<file path="src/rtl/my_uart_pkg.sv">
`timescale 1ns/1ps
// my_uart_pkg: shared constants, FSM state encodings and sizing helpers for the UART echo.
// Ports: none (package).
package my_uart_pkg;

    localparam int unsigned DEF_CLK_HZ     = 50_000_000;
    localparam int unsigned DEF_BAUD       = 9600;
    localparam int unsigned DEF_FIFO_DEPTH = 4;

    // Bit period in clocks (truncated) and the mid-bit offset used to centre RX sampling.
    localparam int unsigned DIV      = DEF_CLK_HZ / DEF_BAUD;
    localparam int unsigned HALF_DIV = DIV / 2;

    // FIFO pointer width at the default depth.
    localparam int unsigned PTR_W = $clog2(DEF_FIFO_DEPTH);

    typedef enum logic [2:0] {
        RX_IDLE,
        RX_START,
        RX_DATA,
        RX_STOP,
        RX_WAIT_HIGH
    } rx_state_e;

    typedef enum logic [1:0] {
        TX_IDLE,
        TX_START,
        TX_DATA,
        TX_STOP
    } tx_state_e;

    // Bit period for an arbitrary clock / baud pair.
    function automatic int unsigned calc_div(input int unsigned clk_hz, input int unsigned baud);
        return clk_hz / baud;
    endfunction

    // Pointer width for a power-of-two FIFO depth.
    function automatic int unsigned calc_ptr_w(input int unsigned depth);
        return $clog2(depth);
    endfunction

endpackage

</file>
<file path="src/rtl/my_uart_rx.sv">
`timescale 1ns/1ps
// my_uart_rx: 2-flop rxd synchronizer and 8N1 receive FSM.
// Ports: clk       - system clock
//        rst_n     - async active-low reset
//        rxd       - asynchronous serial line, idle high
//        data      - last correctly framed byte
//        valid     - one-clock strobe, high the cycle after a good stop-bit sample
module my_uart_rx
    import my_uart_pkg::*;
#(
    parameter int unsigned BIT_DIV  = DIV,
    parameter int unsigned BIT_HALF = HALF_DIV
) (
    input  logic       clk,
    input  logic       rst_n,
    input  logic       rxd,
    output logic [7:0] data,
    output logic       valid
);

    localparam int unsigned CNT_W = $clog2(BIT_DIV);

    rx_state_e        state_q, state_d;
    logic             sync1_q, sync2_q, prev_q;
    logic [CNT_W-1:0] cnt_q, cnt_d;
    logic [2:0]       bit_q, bit_d;
    logic [7:0]       shift_q, shift_d;
    logic [7:0]       data_q, data_d;
    logic             valid_q, valid_d;
    logic             rx_s, fall, tick, half_tick;

    assign rx_s      = sync2_q;
    assign fall      = prev_q & ~sync2_q;
    assign tick      = (cnt_q == CNT_W'(BIT_DIV - 1));
    assign half_tick = (cnt_q == CNT_W'(BIT_HALF - 1));

    // Synchronizer plus one delayed copy for falling-edge detection; idles high.
    always_ff @(posedge clk or negedge rst_n) begin
        if (!rst_n) begin
            sync1_q <= 1'b1;
            sync2_q <= 1'b1;
            prev_q  <= 1'b1;
        end else begin
            sync1_q <= rxd;
            sync2_q <= sync1_q;
            prev_q  <= sync2_q;
        end
    end

    // State register.
    always_ff @(posedge clk or negedge rst_n) begin
        if (!rst_n) begin
            state_q <= RX_IDLE;
        end else begin
            state_q <= state_d;
        end
    end

    // Next-state logic.
    always_comb begin
        state_d = state_q;
        unique case (state_q)
            RX_IDLE:      if (fall) state_d = RX_START;
            RX_START:     if (half_tick) state_d = rx_s ? RX_IDLE : RX_DATA;
            RX_DATA:      if (tick && (bit_q == 3'd7)) state_d = RX_STOP;
            RX_STOP:      if (tick) state_d = rx_s ? RX_IDLE : RX_WAIT_HIGH;
            RX_WAIT_HIGH: if (rx_s) state_d = RX_IDLE;
            default:      state_d = RX_IDLE;
        endcase
    end

    // Datapath next values: bit timer, LSB-first shifter, byte/strobe on good stop bit.
    always_comb begin
        cnt_d   = cnt_q;
        bit_d   = bit_q;
        shift_d = shift_q;
        data_d  = data_q;
        valid_d = 1'b0;
        unique case (state_q)
            RX_IDLE: begin
                cnt_d = '0;
                bit_d = '0;
            end
            RX_START: begin
                cnt_d = half_tick ? '0 : cnt_q + CNT_W'(1);
            end
            RX_DATA: begin
                if (tick) begin
                    cnt_d   = '0;
                    bit_d   = bit_q + 3'd1;
                    shift_d = {rx_s, shift_q[7:1]};
                end else begin
                    cnt_d = cnt_q + CNT_W'(1);
                end
            end
            RX_STOP: begin
                if (tick) begin
                    cnt_d = '0;
                    if (rx_s) begin
                        data_d  = shift_q;
                        valid_d = 1'b1;
                    end
                end else begin
                    cnt_d = cnt_q + CNT_W'(1);
                end
            end
            RX_WAIT_HIGH: begin
                cnt_d = '0;
            end
            default: begin
                cnt_d = '0;
            end
        endcase
    end

    // Datapath registers.
    always_ff @(posedge clk or negedge rst_n) begin
        if (!rst_n) begin
            cnt_q   <= '0;
            bit_q   <= '0;
            shift_q <= '0;
            data_q  <= '0;
            valid_q <= 1'b0;
        end else begin
            cnt_q   <= cnt_d;
            bit_q   <= bit_d;
            shift_q <= shift_d;
            data_q  <= data_d;
            valid_q <= valid_d;
        end
    end

    assign data  = data_q;
    assign valid = valid_q;

endmodule

</file>
<file path="src/rtl/my_uart.sv">
`timescale 1ns/1ps
// my_uart: 8N1 UART echo -- receiver, byte FIFO, and registered transmitter.
// Ports: clk50m  - system clock
//        reset_n - async active-low reset
//        rxd     - asynchronous serial receive line, idle high
//        txd     - serial transmit line, idle high, driven from a flop
module my_uart
    import my_uart_pkg::*;
#(
    parameter int unsigned CLK_HZ     = DEF_CLK_HZ,
    parameter int unsigned BAUD       = DEF_BAUD,
    parameter int unsigned FIFO_DEPTH = DEF_FIFO_DEPTH
) (
    input  logic clk50m,
    input  logic reset_n,
    input  logic rxd,
    output logic txd
);

    localparam int unsigned BIT_DIV  = calc_div(CLK_HZ, BAUD);
    localparam int unsigned BIT_HALF = BIT_DIV / 2;
    localparam int unsigned FPTR_W   = calc_ptr_w(FIFO_DEPTH);
    localparam int unsigned FCNT_W   = FPTR_W + 1;
    localparam int unsigned CNT_W    = $clog2(BIT_DIV);

    logic [7:0] rx_data;
    logic       rx_valid;

    my_uart_rx #(
        .BIT_DIV  (BIT_DIV),
        .BIT_HALF (BIT_HALF)
    ) u_rx (
        .clk   (clk50m),
        .rst_n (reset_n),
        .rxd   (rxd),
        .data  (rx_data),
        .valid (rx_valid)
    );

    // ---------------- FIFO ----------------
    logic [7:0]        mem_q [FIFO_DEPTH];
    logic [FPTR_W-1:0] wr_ptr_q, rd_ptr_q;
    logic [FCNT_W-1:0] count_q;
    logic              fifo_empty, fifo_full, fifo_avail;
    logic              push_ok, pop_ok, tx_pop;
    logic [7:0]        fifo_rd;

    assign fifo_empty = (count_q == '0);
    assign fifo_full  = (count_q == FCNT_W'(FIFO_DEPTH));
    // Empty FIFO with a push in flight forwards the incoming byte straight to TX.
    assign fifo_avail = !fifo_empty || rx_valid;
    assign pop_ok     = tx_pop && fifo_avail;
    assign push_ok    = rx_valid && (!fifo_full || pop_ok);
    assign fifo_rd    = fifo_empty ? rx_data : mem_q[rd_ptr_q];

    // Storage array; contents need no reset since count gates every read.
    always_ff @(posedge clk50m) begin
        if (push_ok) begin
            mem_q[wr_ptr_q] <= rx_data;
        end
    end

    // Pointers and occupancy.
    always_ff @(posedge clk50m or negedge reset_n) begin
        if (!reset_n) begin
            wr_ptr_q <= '0;
            rd_ptr_q <= '0;
            count_q  <= '0;
        end else begin
            if (push_ok) wr_ptr_q <= wr_ptr_q + FPTR_W'(1);
            if (pop_ok)  rd_ptr_q <= rd_ptr_q + FPTR_W'(1);
            case ({push_ok, pop_ok})
                2'b10:   count_q <= count_q + FCNT_W'(1);
                2'b01:   count_q <= count_q - FCNT_W'(1);
                default: count_q <= count_q;
            endcase
        end
    end

    // ---------------- Transmitter ----------------
    tx_state_e        tx_state_q, tx_state_d;
    logic [CNT_W-1:0] tx_cnt_q, tx_cnt_d;
    logic [2:0]       tx_bit_q, tx_bit_d;
    logic [7:0]       tx_shift_q, tx_shift_d;
    logic             txd_q, txd_d;
    logic             tx_tick;

    assign tx_tick = (tx_cnt_q == CNT_W'(BIT_DIV - 1));

    // State register.
    always_ff @(posedge clk50m or negedge reset_n) begin
        if (!reset_n) begin
            tx_state_q <= TX_IDLE;
        end else begin
            tx_state_q <= tx_state_d;
        end
    end

    // Next-state logic.
    always_comb begin
        tx_state_d = tx_state_q;
        unique case (tx_state_q)
            TX_IDLE:  if (fifo_avail) tx_state_d = TX_START;
            TX_START: if (tx_tick) tx_state_d = TX_DATA;
            TX_DATA:  if (tx_tick && (tx_bit_q == 3'd7)) tx_state_d = TX_STOP;
            TX_STOP:  if (tx_tick) tx_state_d = TX_IDLE;
            default:  tx_state_d = TX_IDLE;
        endcase
    end

    // Output logic: pop strobe, bit timer, shifter and next txd level.
    always_comb begin
        tx_pop     = 1'b0;
        tx_cnt_d   = tx_cnt_q;
        tx_bit_d   = tx_bit_q;
        tx_shift_d = tx_shift_q;
        txd_d      = txd_q;
        unique case (tx_state_q)
            TX_IDLE: begin
                tx_cnt_d = '0;
                tx_bit_d = '0;
                txd_d    = 1'b1;
                if (fifo_avail) begin
                    tx_pop     = 1'b1;
                    tx_shift_d = fifo_rd;
                    txd_d      = 1'b0;
                end
            end
            TX_START: begin
                if (tx_tick) begin
                    tx_cnt_d   = '0;
                    txd_d      = tx_shift_q[0];
                    tx_shift_d = {1'b0, tx_shift_q[7:1]};
                end else begin
                    tx_cnt_d = tx_cnt_q + CNT_W'(1);
                end
            end
            TX_DATA: begin
                if (tx_tick) begin
                    tx_cnt_d = '0;
                    tx_bit_d = tx_bit_q + 3'd1;
                    if (tx_bit_q == 3'd7) begin
                        txd_d = 1'b1;
                    end else begin
                        txd_d      = tx_shift_q[0];
                        tx_shift_d = {1'b0, tx_shift_q[7:1]};
                    end
                end else begin
                    tx_cnt_d = tx_cnt_q + CNT_W'(1);
                end
            end
            TX_STOP: begin
                tx_cnt_d = tx_tick ? '0 : tx_cnt_q + CNT_W'(1);
            end
            default: begin
                txd_d = 1'b1;
            end
        endcase
    end

    // TX datapath registers; txd resets high.
    always_ff @(posedge clk50m or negedge reset_n) begin
        if (!reset_n) begin
            tx_cnt_q   <= '0;
            tx_bit_q   <= '0;
            tx_shift_q <= '0;
            txd_q      <= 1'b1;
        end else begin
            tx_cnt_q   <= tx_cnt_d;
            tx_bit_q   <= tx_bit_d;
            tx_shift_q <= tx_shift_d;
            txd_q      <= txd_d;
        end
    end

    assign txd = txd_q;

endmodule

</file>
<file path="config.mk">
export PLATFORM = sky130hd
export DESIGN_NAME = my_uart
export DESIGN_NICKNAME = d
export VERILOG_FILES = /design/src/rtl/my_uart_pkg.sv /design/src/rtl/my_uart_rx.sv /design/src/rtl/my_uart.sv
export SDC_FILE = /design/constraint.sdc
export NUM_CORES = 1
export LEC_CHECK = 0
export CELL_PAD_IN_SITES_DETAIL_PLACEMENT = 2
export CELL_PAD_IN_SITES_GLOBAL_PLACEMENT = 2
export CORE_MARGIN = 5
export CORE_UTILIZATION = 48
export DETAILED_ROUTE_END_ITERATION = 10
export PLACE_DENSITY = 0.88
export RECOVER_POWER = 100
export SYNTH_ARGS = -nofsm -noshare
export SYNTH_HDL_FRONTEND = slang
export SYNTH_HIERARCHICAL = 1
export SYNTH_SLANG_ARGS = --single-unit
</file>
<file path="constraint.sdc">
create_clock -name clk50m -period 6.56 [get_ports clk50m]
set_input_delay 0.656 -clock clk50m [delete_from_list [all_inputs] [get_ports clk50m]]
set_output_delay 0.656 -clock clk50m [all_outputs]
set_load 0.1 [all_outputs]
</file>
==> results of run 1 <==
==> final cells by class <==
| class | count | share of cell area, % |
|---|---|---|
| Timing Repair Buffer | 3 | 0.525 |
| Sequential cell | 105 | 53.2 |
| Multi-Input combinational cell | 256 | 38.3 |
| Tap cell | 136 | 3.24 |
| Inverter | 10 | 0.715 |
| Clock inverter | 5 | 1.53 |
| Clock buffer | 11 | 2.50 |
==> per-stage QoR <==
stage               util (%)  power, mW  setup WS [ps]
floorplan                  -      0.762           4370
global placement        49.9      0.781           4270
detailed placement      49.9      0.785           4030
CTS                     52.0       1.22           3830
global route            51.3       1.26           3750
finish                  51.3       1.20           3790
==> power by group <==
part           internal (mW)  switching [mW]  total (mW)
logic                 0.0211          0.0316      0.0527
clock network          0.215           0.222       0.436
registers              0.688          0.0274       0.715
==> kinds of logic after synthesis <==
kind of cell / count (synthesis)
AOI/OAI and AO/OA: 50
xor gates and xnor gates: 25
adders and majority gates: 18
buffers and inverters: 24
DFF: 105
muxes: 38
and+or+nand+nor: 125
==> registers in the layout (all words and copies together), names as in the netlist <==
name          cells
count_q           3
u_rx/prev_q       1
u_rx/valid        1
tx_shift_q        8
u_rx/rx_s         1
u_rx/sync1_q      1
u_rx/data         8
rd_ptr_q          2
u_rx/state_q      3
txd               1
u_rx/bit_q        3
tx_state_q        2
wr_ptr_q          2
mem_q            32
u_rx/shift_q      8
tx_bit_q          3
tx_cnt_q         13
u_rx/cnt_q       13
==> Yosys cell counts (all sizes together), types with 4 or more instances <==
library cell / count
a21oi: 23
and2: 8
and4: 4
buf: 7
clkbuf: 7
dfrtp: 69
dfstp: 4
edfxtp: 32
ha: 17
inv: 10
mux2: 29
mux4: 8
nand2: 22
nand3: 12
nand4: 10
nor2: 30
nor2b: 11
o21ai: 9
or3: 5
xnor2: 11
xor2: 14
==> routing by layer <==
metal | wire length [µm] | up-vias | GRT usage [%]
met5 | 0 | - | 0
met4 | 337 | 0 | 8.43
met3 | 230 | 23 | 3.64
met2 | 6630 | 37 | 38.2
met1 | 5020 | 1625 | 25.2
li1 | - | 1388 | -
==> worst max-delay path by stage <==
stage	cells past startpoint	slack (ps)	from	endpoint
after floorplan	8	4370	count_q[0]$_DFFE_PN0P_	count_q[2]$_DFFE_PN0P_
after global placement	7	4270	count_q[0]$_DFFE_PN0P_	count_q[2]$_DFFE_PN0P_
after detailed placement	7	4030	count_q[0]$_DFFE_PN0P_	count_q[2]$_DFFE_PN0P_
after CTS	1	3830	txd$_DFFE_PN1P_	txd
after global routing	1	3750	txd$_DFFE_PN1P_	txd
final	1	3790	txd$_DFFE_PN1P_	txd
==> out/results.tsv, run 1 <==
metric	value	unit
placed_cells	510	
drc	0	
core_area	10200	µm²
ant_nets	0	
leakage	2.06	nW
ys_ff_latch	105	
path_buf_inv	1	
ctsHoldBuffers	0	
syn_avg_cell_area	12.9	µm²
grt_max_degree	74	
worstSkewPairLatency	380	ps
worstSetupEndpointType	primary output	
fp.dieH	112	µm
clk_pin_slew_worst_paths	90	ps
drv_cap	0	
cts_tree	yes	
synth_fa_ha_area_share	4.67	%
yosys.area_share.simple	14.8	%
pwr_density_cell	230	nW/µm²
timing.rr.end	count_q[2]$_DFFE_PN0P_	
syn_inst	385	
path_cells	dlygate4sd3_1	
synth-main-ff-cell	dfrtp_1	
io_buffers	3	
setup_viol	0	
timing.fmax	0.362	GHz
drive_gt1_share	13.6	%
max_slew_margin	29.7	%
hold_depth	0	
worstHoldEndpoint	u_rx/rx_s$_DFF_PN1_	
min_path_type	reg2reg	
numClockSinks	105	
worstPathArrival	2110	ps
worstReg2RegStart	tx_state_q[1]$_DFFE_PN0P_	
ir_drop	0.000177	V
synthMuxAreaShare	11.0	%
dpl_cell_area	5110	µm²
grt_pass1_vias	3529	
stdcell_area	5250	µm²
path_class	reg2out	
status	complete, no violations	
nets	406	
finalCritPeriodShare	42.2	%
finalHoldViolCount	0	
multi_input_area	2010	µm²
hp-start	u_rx/sync1_q$_DFF_PN1_	
ff2ff_path_depth	9	
place_hpwl	8480	µm
ios	4	
routabilityCongestion	0.752	
tightest_slew	1060	ps
die_area	12500	µm²
tns	0	ps
synthDominantCellAreaShare	34.7	%
synth_compound_area_share	6.86	%
post-cts-setup-buffers	0	
diodes	0	
fp.dieW	112	µm
synth_edf_count	32	
max_stage_delay	1200	ps
rows	37	
grt_antenna_before_repair	0	
critPathRequiredTime	5900	ps
start_kind	flip-flop	
synth_top_cell_by_area	dfrtp_1	
r2r_slack	3970	ps
dr.pass1.iters	4	
cts.htree.levels	3	
fin_crit	2770	ps
synth_area_leaders	dfrtp_1 35%, edfxtp_1 19%, mux2_2 4.7%	
cts_root_buf	clkbuf_8	
grt-ovfl-total	0	
syn2layout_area_growth	5.38	%
grt_pass1_wl	20400	µm
vias_per_cell	5.84	
final_common_cell	dfrtp_1	
cts_buffers	9	
cp_top_family	buffers and inverters	
skew	10.3	ps
slowest_stage	dlygate4sd3_1	
wl	12200	µm
wl_per_cell	23.2	µm
rsz0062_at_grt	no	
dr_total_vias	3073	
synth_area	4980	µm²
cts-resized-gates	0	
drv_slew	0	
register_area	2790	µm²
final_cell_mix	69 x dfrtp_1, 32 x edfxtp_1, 30 x nor2_1	
nFillCells	1004	
syn_nets	406	
ys_async_sr_fraction	69.5	%
worst-path-max-fanout	2	
layout.cells.non_filler	526	
hold_ws	365	ps
synth_top_family_by_area	simple AND/OR/NAND/NOR gates	
ys_types	61	
clk_path_buf_depth	2	
grt.total_usage	21.2	%
start_util	48.7	%
synth-xor-area-share	4.40	%
drtIter0Drc	95	
yosysSeqAreaShare	56.1	%
ys_warn_count	6	
Note: power is estimated with default switching activity, not from simulation.
==> inputs of run 2 (changes only) <==
--- a/config.mk
+++ b/config.mk
@@ -8,9 +8,9 @@
 export CELL_PAD_IN_SITES_DETAIL_PLACEMENT = 2
 export CELL_PAD_IN_SITES_GLOBAL_PLACEMENT = 2
 export CORE_MARGIN = 5
-export CORE_UTILIZATION = 48
+export CORE_UTILIZATION = 45
 export DETAILED_ROUTE_END_ITERATION = 10
-export PLACE_DENSITY = 0.88
+export PLACE_DENSITY = 0.83
 export RECOVER_POWER = 100
 export SYNTH_ARGS = -nofsm -noshare
 export SYNTH_HDL_FRONTEND = slang
==> constraint.sdc (replaced) <==
create_clock -name clk50m -period 2.7 [get_ports clk50m]
set_input_delay 0.27 -clock clk50m [delete_from_list [all_inputs] [get_ports clk50m]]
set_output_delay 0.27 -clock clk50m [all_outputs]
set_load 0.1 [all_outputs]
==> run 2 against run 1 <==
Effect of this change: the run now ends with max-capacitance violations, max-slew violations left; critical path depth grew 6; cell count grew 1.7%; non-clock buffer count grew 5; clock-buffer cell count shrank 2; cell area grew 0.95%; flip-flop and latch count is the same; die area grew 6.1%; total power grew 150%; sequential share of layout area shrank 0.50 points; register-to-register slack lost 3900 ps; critical path type is now reg2reg.
==> out/results.tsv, run 2 (synthesis gave the netlist of run 1 again) <==
metric	value	unit
cts_tree	yes	
hp-start	u_rx/sync1_q$_DFF_PN1_	
grt_max_degree	74	
max_stage_delay	510	ps
routabilityCongestion	0.703	
drc	0	
ff2ff_path_depth	7	
dr_total_vias	3043	
status	complete, but fails checks	
violations	max-capacitance violations, max-slew violations	
skew	19.9	ps
dr.pass1.iters	4	
grt_antenna_before_repair	0	
path_class	reg2reg	
grt.total_usage	19.0	%
finalCritPeriodShare	95.9	%
ir_drop	0.000329	V
nets	411	
top_regs	mem_q x32, tx_cnt_q x13, u_rx/cnt_q x13	
fp.dieH	115	µm
slowest_stage	o41a_1	
numClockSinks	105	
grt_pass1_wl	19300	µm
worstHoldEndpoint	u_rx/rx_s$_DFF_PN1_	
largest_reg_flops	32	
start_util	45.9	%
tightest_slew	1850	ps
clk_pin_slew_worst_paths	120	ps
drtIter0Drc	131	
finalHoldViolCount	0	
wl	11600	µm
worst-path-max-fanout	5	
diodes	0	
hold_depth	0	
start_kind	flip-flop	
worstPathArrival	2850	ps
cts-resized-gates	0	
cts_root_buf	clkbuf_8	
die_area	13300	µm²
clk_path_buf_depth	2	
cp_top_family	adder cells	
path_buf_inv	2	
final_cell_mix	69 x dfrtp_1, 32 x edfxtp_1, 30 x nor2_1	
ios	4	
post-route-util	48.9	%
grt_pass1_vias	3505	
path_cells	inv_1 > ha_1 > o41a_1 > inv_1 > ha_1 > fa_1 > mux2_2	
cts.htree.levels	3	
worstSkewPairLatency	380	ps
placed_cells	516	
fp.dieW	115	µm
min_path_type	reg2reg	
drv_slew	74	
core_area	10800	µm²
wl_per_cell	21.7	µm
rows	38	
setup_viol	0	
vias_per_cell	5.69	
timing.fmax	0.386	GHz
tns	0	ps
hold_ws	372	ps
layout.cells.non_filler	535	
leakage	2.10	nW
max_slew_margin	-23.3	%
drv_cap	1	
ant_nets	0	
syn2layout_area_growth	6.38	%
drive_gt1_share	15.2	%
cts_buffers	9	
r2r_slack	110	ps
worstSetupEndpointType	flip-flop	
timing.rr.end	count_q[1]$_DFFE_PN0P_	
final_common_cell	dfrtp_1	
worstReg2RegStart	tx_state_q[1]$_DFFE_PN0P_	
fin_crit	2590	ps
io_buffers	3	
rsz0062_at_grt	no	
critPathRequiredTime	2960	ps
pwr_density_cell	567	nW/µm²
grt-ovfl-total	0	
place_hpwl	7940	µm
regMostFlops	mem_q	
run 2: timing repair:
action | 4_1_cts | 5_1_grt
setup buffers | 0 | 3
hold buffers | 0 | 0
setup endpoints to repair | 0 | 1
run 2: where the power goes:
| part | switching (mW) | internal, mW |
|---|---|---|
| clock | 0.596 | 0.543 |
| combinational | 0.0753 | 0.0518 |
| sequential | 0.0663 | 1.67 |
run 2: final cells by class:
class	instances	area [µm²]
clock buffers	9	124
multi-input cells	256	2010
clock inverters	7	111
flip-flops and latches	105	2790
repair buffers	8	48.8
inverters	10	37.5
fillers	1068	5540
well taps	140	175
run 2: worst max-delay path by stage:
stage,from,cells after the start,endpoint
detailed placement,tx_state_q[0]$_DFFE_PN0P_,7,count_q[1]$_DFFE_PN0P_
CTS,tx_state_q[0]$_DFFE_PN0P_,7,count_q[1]$_DFFE_PN0P_
global route,tx_state_q[1]$_DFFE_PN0P_,7,count_q[1]$_DFFE_PN0P_
finish,tx_state_q[1]$_DFFE_PN0P_,7,count_q[1]$_DFFE_PN0P_
global placement,count_q[0]$_DFFE_PN0P_,7,count_q[2]$_DFFE_PN0P_
floorplan,count_q[0]$_DFFE_PN0P_,8,count_q[2]$_DFFE_PN0P_
run 2: per-layer routing:
| layer | part of all wire (%) | global-route usage, % |
|---|---|---|
| met5 | 0 | 0 |
| met4 | 1.4 | 5.56 |
| met3 | 2.1 | 3.16 |
| met2 | 53 | 33.7 |
| met1 | 44 | 23.8 |
run 2: per-stage QoR:
step                power [mW]  setup slack [ps]  instance area, µm²
floorplan                 1.85               507                4980
global placement          1.90               426                5120
detailed placement        1.91               154                5120
CTS                       3.04              52.4                5360
global route              3.16              8.83                5300
finish                    3.00               112                5300
==> inputs of run 3 (changes only) <==
--- a/config.mk
+++ b/config.mk
@@ -9,9 +9,11 @@
 export CELL_PAD_IN_SITES_GLOBAL_PLACEMENT = 2
 export CORE_MARGIN = 5
 export CORE_UTILIZATION = 45
+export CTS_CLUSTER_SIZE = 30
 export DETAILED_ROUTE_END_ITERATION = 10
 export PLACE_DENSITY = 0.83
 export RECOVER_POWER = 100
+export SETUP_SLACK_MARGIN = 0.4
 export SYNTH_ARGS = -nofsm -noshare
 export SYNTH_HDL_FRONTEND = slang
 export SYNTH_HIERARCHICAL = 1
==> run 3 against run 2 <==
Effect of this change: wire length rose by 2.8%; largest cell class unchanged; critical endpoint is now tx_shift_q[1]$_DFFE_PN0P_; non-clock buffer count up 3; highest routed layer unchanged; sequential power is essentially flat; the run still ends with max-capacitance violations, max-slew violations left; global-route usage increased by 0.53 points; clock power about the same; sequential share of layout area decreased by 0.31 points; register-to-register slack improved by 240 ps; flip-flop and latch count is the same; fmax rose by 10%.
==> out/results.tsv, run 3 (synthesis gave the netlist of run 1 again) <==
metric	value	unit
status	complete, but fails checks	
violations	max-capacitance violations, max-slew violations	
dr.pass1.iters	4	
max_slew_margin	-22.8	%
start_util	45.9	%
worstSetupEndpointType	flip-flop	
syn2layout_area_growth	7.11	%
finalHoldViolCount	0	
fp.dieW	115	µm
switching_share	24.8	%
layout.cells.non_filler	538	
regMostFlops	mem_q	
critPathRequiredTime	2960	ps
seqPwrFrac	57.5	%
slowest_stage	or4bb_1	
grt_pass1_vias	3520	
placed_cells	516	
rows	38	
ant_nets	0	
numClockSinks	105	
die_area	13300	µm²
path_cells	ha_1 > or4bb_1 > o31ai_4 > nand3_1 > mux2_2	
top_regs	mem_q x32, tx_cnt_q x13, u_rx/cnt_q x13	
grt_max_degree	74	
timing.fmax	0.426	GHz
ios	4	
drtIter0Drc	135	
setup_viol	0	
post-route-util	49.2	%
fin_crit	2350	ps
cts_buffers	9	
r2r_slack	350	ps
clockPowerShare	38.1	%
worstSkewPairLatency	380	ps
largest_reg_flops	32	
diodes	0	
drc	0	
drive_gt1_share	17.1	%
io_buffers	3	
leakage	2.10	nW
cts.htree.levels	3	
final_cell_mix	67 x dfrtp_1, 32 x edfxtp_1, 30 x nor2_1	
cts_root_buf	clkbuf_8	
drv_cap	1	
start_kind	flip-flop	
finalCritPeriodShare	86.9	%
worstReg2RegStart	tx_cnt_q[0]$_DFF_PN0_	
fp.dieH	115	µm
path_buf_inv	0	
place_hpwl	7940	µm
worst-path-max-fanout	8	
finalPower	3.02	mW
drv_slew	74	
dr_total_vias	3056	
skew	23.2	ps
tns	0	ps
nets	414	
min_path_type	in2async	
final_common_cell	dfrtp_1	
routabilityCongestion	0.703	
ir_drop	0.000329	V
rsz0062_at_grt	no	
path_class	reg2reg	
pwr_density_cell	567	nW/µm²
wl_per_cell	22.2	µm
internal_power	2.27	mW
grt_pass1_wl	19700	µm
p_sw	0.748	mW
grt_antenna_before_repair	0	
clk_pin_slew_worst_paths	110	ps
clk_path_buf_depth	2	
cts_tree	yes	
grt.total_usage	19.5	%
timing.rr.end	tx_shift_q[1]$_DFFE_PN0P_	
startpoint	tx_cnt_q[0]$_DFF_PN0_	
vias_per_cell	5.68	
grt-ovfl-total	0	
cp_top_family	simple AND/OR/NAND/NOR gates	
wl	11900	µm
core_area	10800	µm²
ff2ff_path_depth	5	
pwr-share-comb	4.4	%
worstPathArrival	2610	ps
max_stage_delay	590	ps
tightest_slew	1840	ps
[run 3: layer usage]
| metal | vias up | routed length [µm] | track usage, % |
|---|---|---|---|
| li1 | 1401 | - | - |
| met1 | 1617 | 5200 | 24.3 |
| met2 | 24 | 6360 | 34.8 |
| met3 | 14 | 205 | 3.68 |
| met4 | 0 | 174 | 5.01 |
| met5 | - | 0 | 0 |
[run 3: final cells by class]
class,count,area (µm²)
fill,1061,5510
sequential,105,2800
multi-input combinational,256,2020
tap,140,175
clock buffer,9,124
clock inverter,7,111
timing repair buffer,11,67.6
inverter,10,37.5
[run 3: power groups by stage]
stage | combinational (mW) | sequential [mW] | clock (mW)
global route | 0.156 | 1.75 | 1.26
CTS | 0.144 | 1.74 | 1.16
finish | 0.134 | 1.74 | 1.15
floorplan | 0.114 | 1.74 | 0
global placement | 0.135 | 1.77 | 0
detailed placement | 0.143 | 1.77 | 0
[run 3: stage by stage]
stage	setup slack, ps	instance area [µm²]	hold WS (ps)
2_1_floorplan	507	4980	-25.6
3_3_place_gp	426	5120	349
3_5_place_dp	154	5120	350
4_1_cts	411	5430	52.8
5_1_grt	217	5330	381
6_report	355	5330	353
[run 3: how the worst max path moves through the flow]
stage / end / slack (ps) / depth (start not counted)
after floorplan: count_q[2]$_DFFE_PN0P_ / 510 / 8
after detailed placement: count_q[1]$_DFFE_PN0P_ / 150 / 7
after global routing: tx_shift_q[6]$_DFFE_PN0P_ / 220 / 5
after CTS: tx_cnt_q[2]$_DFF_PN0_ / 410 / 5
after global placement: count_q[2]$_DFFE_PN0P_ / 430 / 7
final: tx_shift_q[1]$_DFFE_PN0P_ / 350 / 5
[run 3: what timing repair did]
action | in CTS | in global routing
hold buffers | 0 | 0
gates resized for setup | 10 | 3
buffers inserted | 4 | 2
pin swaps | 2 | 3
endpoints found under the setup margin | 2 | 18
==> patch 1, RTL diff (config.mk and constraints of run 2) <==
Reset style: synchronous (`reset_n` and `rst_n`), changed in 6 clocked blocks. Comments in the files are not updated.
--- a/src/rtl/my_uart_rx.sv
+++ b/src/rtl/my_uart_rx.sv
@@ -37,3 +37,3 @@
     // Synchronizer plus one delayed copy for falling-edge detection; idles high.
-    always_ff @(posedge clk or negedge rst_n) begin
+    always_ff @(posedge clk) begin
         if (!rst_n) begin
@@ -50,3 +50,3 @@
     // State register.
-    always_ff @(posedge clk or negedge rst_n) begin
+    always_ff @(posedge clk) begin
         if (!rst_n) begin
@@ -116,3 +116,3 @@
     // Datapath registers.
-    always_ff @(posedge clk or negedge rst_n) begin
+    always_ff @(posedge clk) begin
         if (!rst_n) begin
--- a/src/rtl/my_uart.sv
+++ b/src/rtl/my_uart.sv
@@ -63,3 +63,3 @@
     // Pointers and occupancy.
-    always_ff @(posedge clk50m or negedge reset_n) begin
+    always_ff @(posedge clk50m) begin
         if (!reset_n) begin
@@ -90,3 +90,3 @@
     // State register.
-    always_ff @(posedge clk50m or negedge reset_n) begin
+    always_ff @(posedge clk50m) begin
         if (!reset_n) begin
@@ -161,3 +161,3 @@
     // TX datapath registers; txd resets high.
-    always_ff @(posedge clk50m or negedge reset_n) begin
+    always_ff @(posedge clk50m) begin
         if (!reset_n) begin
Formal check against the unedited RTL: no difference found for any inputs over 10 cycles, from zero or initial values and one cycle with reset_n low; that may be too few to reach the edited logic, so the function may still have changed.
==> patch 1 against run 2 <==
Sequential share of layout area fell by 4.6 points; sequential cell count rose by 2; clock skew fell by 0.013 ns; final area fell by 3.3%; via count rose by 6.5%; utilization fell by 1.0 points; routed wire length fell by 0.47%; synthesized area fell by 2.5%; maximum frequency rose by 8.2%; setup slack improved by 0.20 ns.
Power is not compared: it rests on default switching activity, and its combinational part moved more than twofold at a synthesized area within 25%.
==> patch 1: results <==
[synth]
synthXorXnorAreaFrac = 0.05050
synthAdderAreaFrac = 0.04020
synth-compound-area-share = 0.07653
synthTopCellsByArea = dfxtp_1, edfxtp_1, mux2i_1
ys_async_sr_fraction = 0
syn_avg_cell_area_um2 = 11.21
post_synth_num_cell_types = 63

[layout]
stdcell_area_um2 = 5121
fin_nets = 446
layout-drive-gt1-share = 0.1085

[global_route]
grt_use_met1 = 0.2359
met2_usage = 0.3380
grt_pass1_wl_um = 19650
grt_pass1_vias = 3595
grt_max_degree = 41
grt.total_usage = 0.1937
use_met3 = 0.04403

[setup_path]
max_stage_delay_ns = 0.59
crit_slowest_cell = a31oi_1
crit_fanout = 8
worstPathArrival_ns = 2.43
crit_family = compound AO/OA/AOI/OAI gates
r2r-end = mem_q[0][6]

[place]
dp_hpwl_um = 8224
placed_area_um2 = 4960
dp.cells = 557

[worst_hold_path]
hold_path_depth = 1
whs_endpoint = u_rx/rx_s
worstHoldStart = u_rx/sync1_q

[routing]
via_per_inst = 5.656
totalWireLength_um = 11550
met1Wirelength_um = 5151
drtIter0Drc = 166
routedWlPerCell_um = 20.16
dr_wl_met3_um = 253

[run_status]
status = complete, no violations

[timing]
finalClockSkew_ns = 0.007001
-- patch 1: changes by cell type in the layout (fill, tap and decap cells not counted), sizes merged, moves of 13 or more --
cell   before  now
dfxtp       0   75
dfrtp      69    0
nor2       30   43
a21oi      23    6
mux2i       1   27
mux2       29    0
-- patch 1: worst max path at each step --
stage,start,endpoint,slack (ns)
6_report,tx_state_q[0],mem_q[0][6],0.31
5_1_grt,tx_state_q[0],mem_q[0][4],0.16
4_1_cts,tx_state_q[0],mem_q[2][2],0.35
3_5_place_dp,tx_state_q[0],mem_q[2][2],0.39
3_3_place_gp,tx_state_q[0],mem_q[0][0],0.66
2_1_floorplan,tx_state_q[0],count_q[2],0.89
-- patch 1: cell type report --
| cell class | count | area, µm² |
|---|---|---|
| flip-flops and latches | 107 | 2462 |
| clock inverters | 7 | 83.83 |
| repair buffers | 6 | 38.79 |
| fillers | 1085 | 5577 |
| multi-input cells | 291 | 2188 |
| inverters | 13 | 48.80 |
| clock buffers | 9 | 123.9 |
| well taps | 140 | 175.2 |
==> patch 2, RTL diff (flow settings as in run 2) <==
Without the edit above. Set the package constant `DEF_BAUD` to 2400 (it was 9600).
--- a/src/rtl/my_uart_pkg.sv
+++ b/src/rtl/my_uart_pkg.sv
@@ -6,3 +6,3 @@
     localparam int unsigned DEF_CLK_HZ     = 50_000_000;
-    localparam int unsigned DEF_BAUD       = 9600;
+    localparam int unsigned DEF_BAUD       = 2400;
     localparam int unsigned DEF_FIFO_DEPTH = 4;
Function: no difference found for any inputs over 10 cycles, from zero or initial values and one cycle with reset_n low; that may be too few to reach the edited logic, so the function may still have changed.
==> patch 2 against run 2 <==
The flow still finishes with violations (capacitance limit, slew limit); routed wire length grew 6.7%; setup slack improved by 0.064 ns; final area is 5.9% higher; total power up 15%; synthesized area increased by 3.0%; sequential cell count rose by 4; global-route usage grew 1.1 points; critical path depth is 1 lower; count of clock-buffer cells in the layout did not move.
==> patch 2: results <==
[clocking]
postCtsSetupRepairBufs = 0
clk_pin_slew_ns = 0.07
ctsRootBufferMaster = clkbuf_16
clkLatencyLatePin_ns = 0.36

[global_route]
grt_use_met1 = 0.2445
grt_antenna_before_repair = 0
use_met3 = 0.04301
grt_pass1_wl_um = 20630
grt_max_degree = 78
grt_pass1_vias = 3766
grt.total_usage = 0.2005
met2_usage = 0.3538

[synth]
ys_seq_area_frac = 0.5640
synthTopCellsByArea = dfrtp_1, edfxtp_1, mux2_2
synthMuxAreaShare = 0.1005
synthAdderAreaFrac = 0.05026
syn_nets = 435
synth-compound-area-share = 0.06319
post_synth_num_cell_types = 55
synth_common_cells = dfrtp_1, nor2_1, edfxtp_1
ys_async_sr_fraction = 0.7064
synthXorXnorAreaFrac = 0.05294

[layout]
layout-drive-gt1-share = 0.1418
reg_top3 = mem_q x32, tx_cnt_q x15, u_rx/cnt_q x15

[place]
dp_slack_ns = 0.05497
gp_congestion = 0.7826
dp_hpwl_um = 8365

[power_and_ir_drop]
ir_worst_vdd_v = 0.0003764
p_int_w = 0.002553
pwr-share-clk = 0.402
p_leak_nw = 2.206
pg_comb_w = 0.000239

[timing]
tightest_slew_ns = 2.049
drv_slew = 78
period_minus_slack_ns = 2.524
holdWs_ns = 0.3636
finalClockSkew_ns = 0.005224

[setup_path]
r2r-end = tx_bit_q[2]
max_stage_delay_ns = 0.62
reg2reg_depth = 6
crit_slowest_cell = or4_4
r2r_start = tx_cnt_q[0]
crit_family = simple AND/OR/NAND/NOR gates
crit_fanout = 9
worstPathArrival_ns = 2.77
reg2reg_slack_ns = 0.18

[routing]
met1Wirelength_um = 5401
dr_wl_met3_um = 323
wl_met2_um = 6450
vias = 3252
drt_pass1_iterations = 4
totalWireLength_um = 12390
drtIter0Drc = 166

[worst_hold_path]
worstHoldStart = u_rx/sync1_q

[job]
max-cap-violations = 1

[run_status]
violations = capacitance limit, slew limit
status = complete, but fails checks
[patch 2: changes by cell type after synthesis, moves of 5 or more]
cell       before  now
inv_1          10   17
nor2_1         29   41
nor2b_1        11    5
mux2_2         21   27
xor2_1         14    8
nor4_1          2    7
xnor2_1        11   23
a2bb2oi_1       0    7
a21oi_1        23   14
mux2_4          8    0
nand3_1        11   21
[patch 2: stage by stage]
stage | std cells | power (W) | cell area [µm²]
floorplan | 412 | 0.002023 | 5129
global placement | 550 | 0.002073 | 5310
detailed placement | 550 | 0.002108 | 5310
CTS | 566 | 0.003499 | 5615
global route | 566 | 0.003606 | 5608
finish | 566 | 0.003451 | 5608
[patch 2: cell type report]
type | count | area [µm²]
Clock inverter | 7 | 80.08
Clock buffer | 9 | 225.2
Inverter | 18 | 67.56
Multi-Input combinational cell | 272 | 2112
Tap cell | 143 | 178.9
Sequential cell | 109 | 2893
Fill cell | 1100 | 5664
Timing Repair Buffer | 8 | 51.30
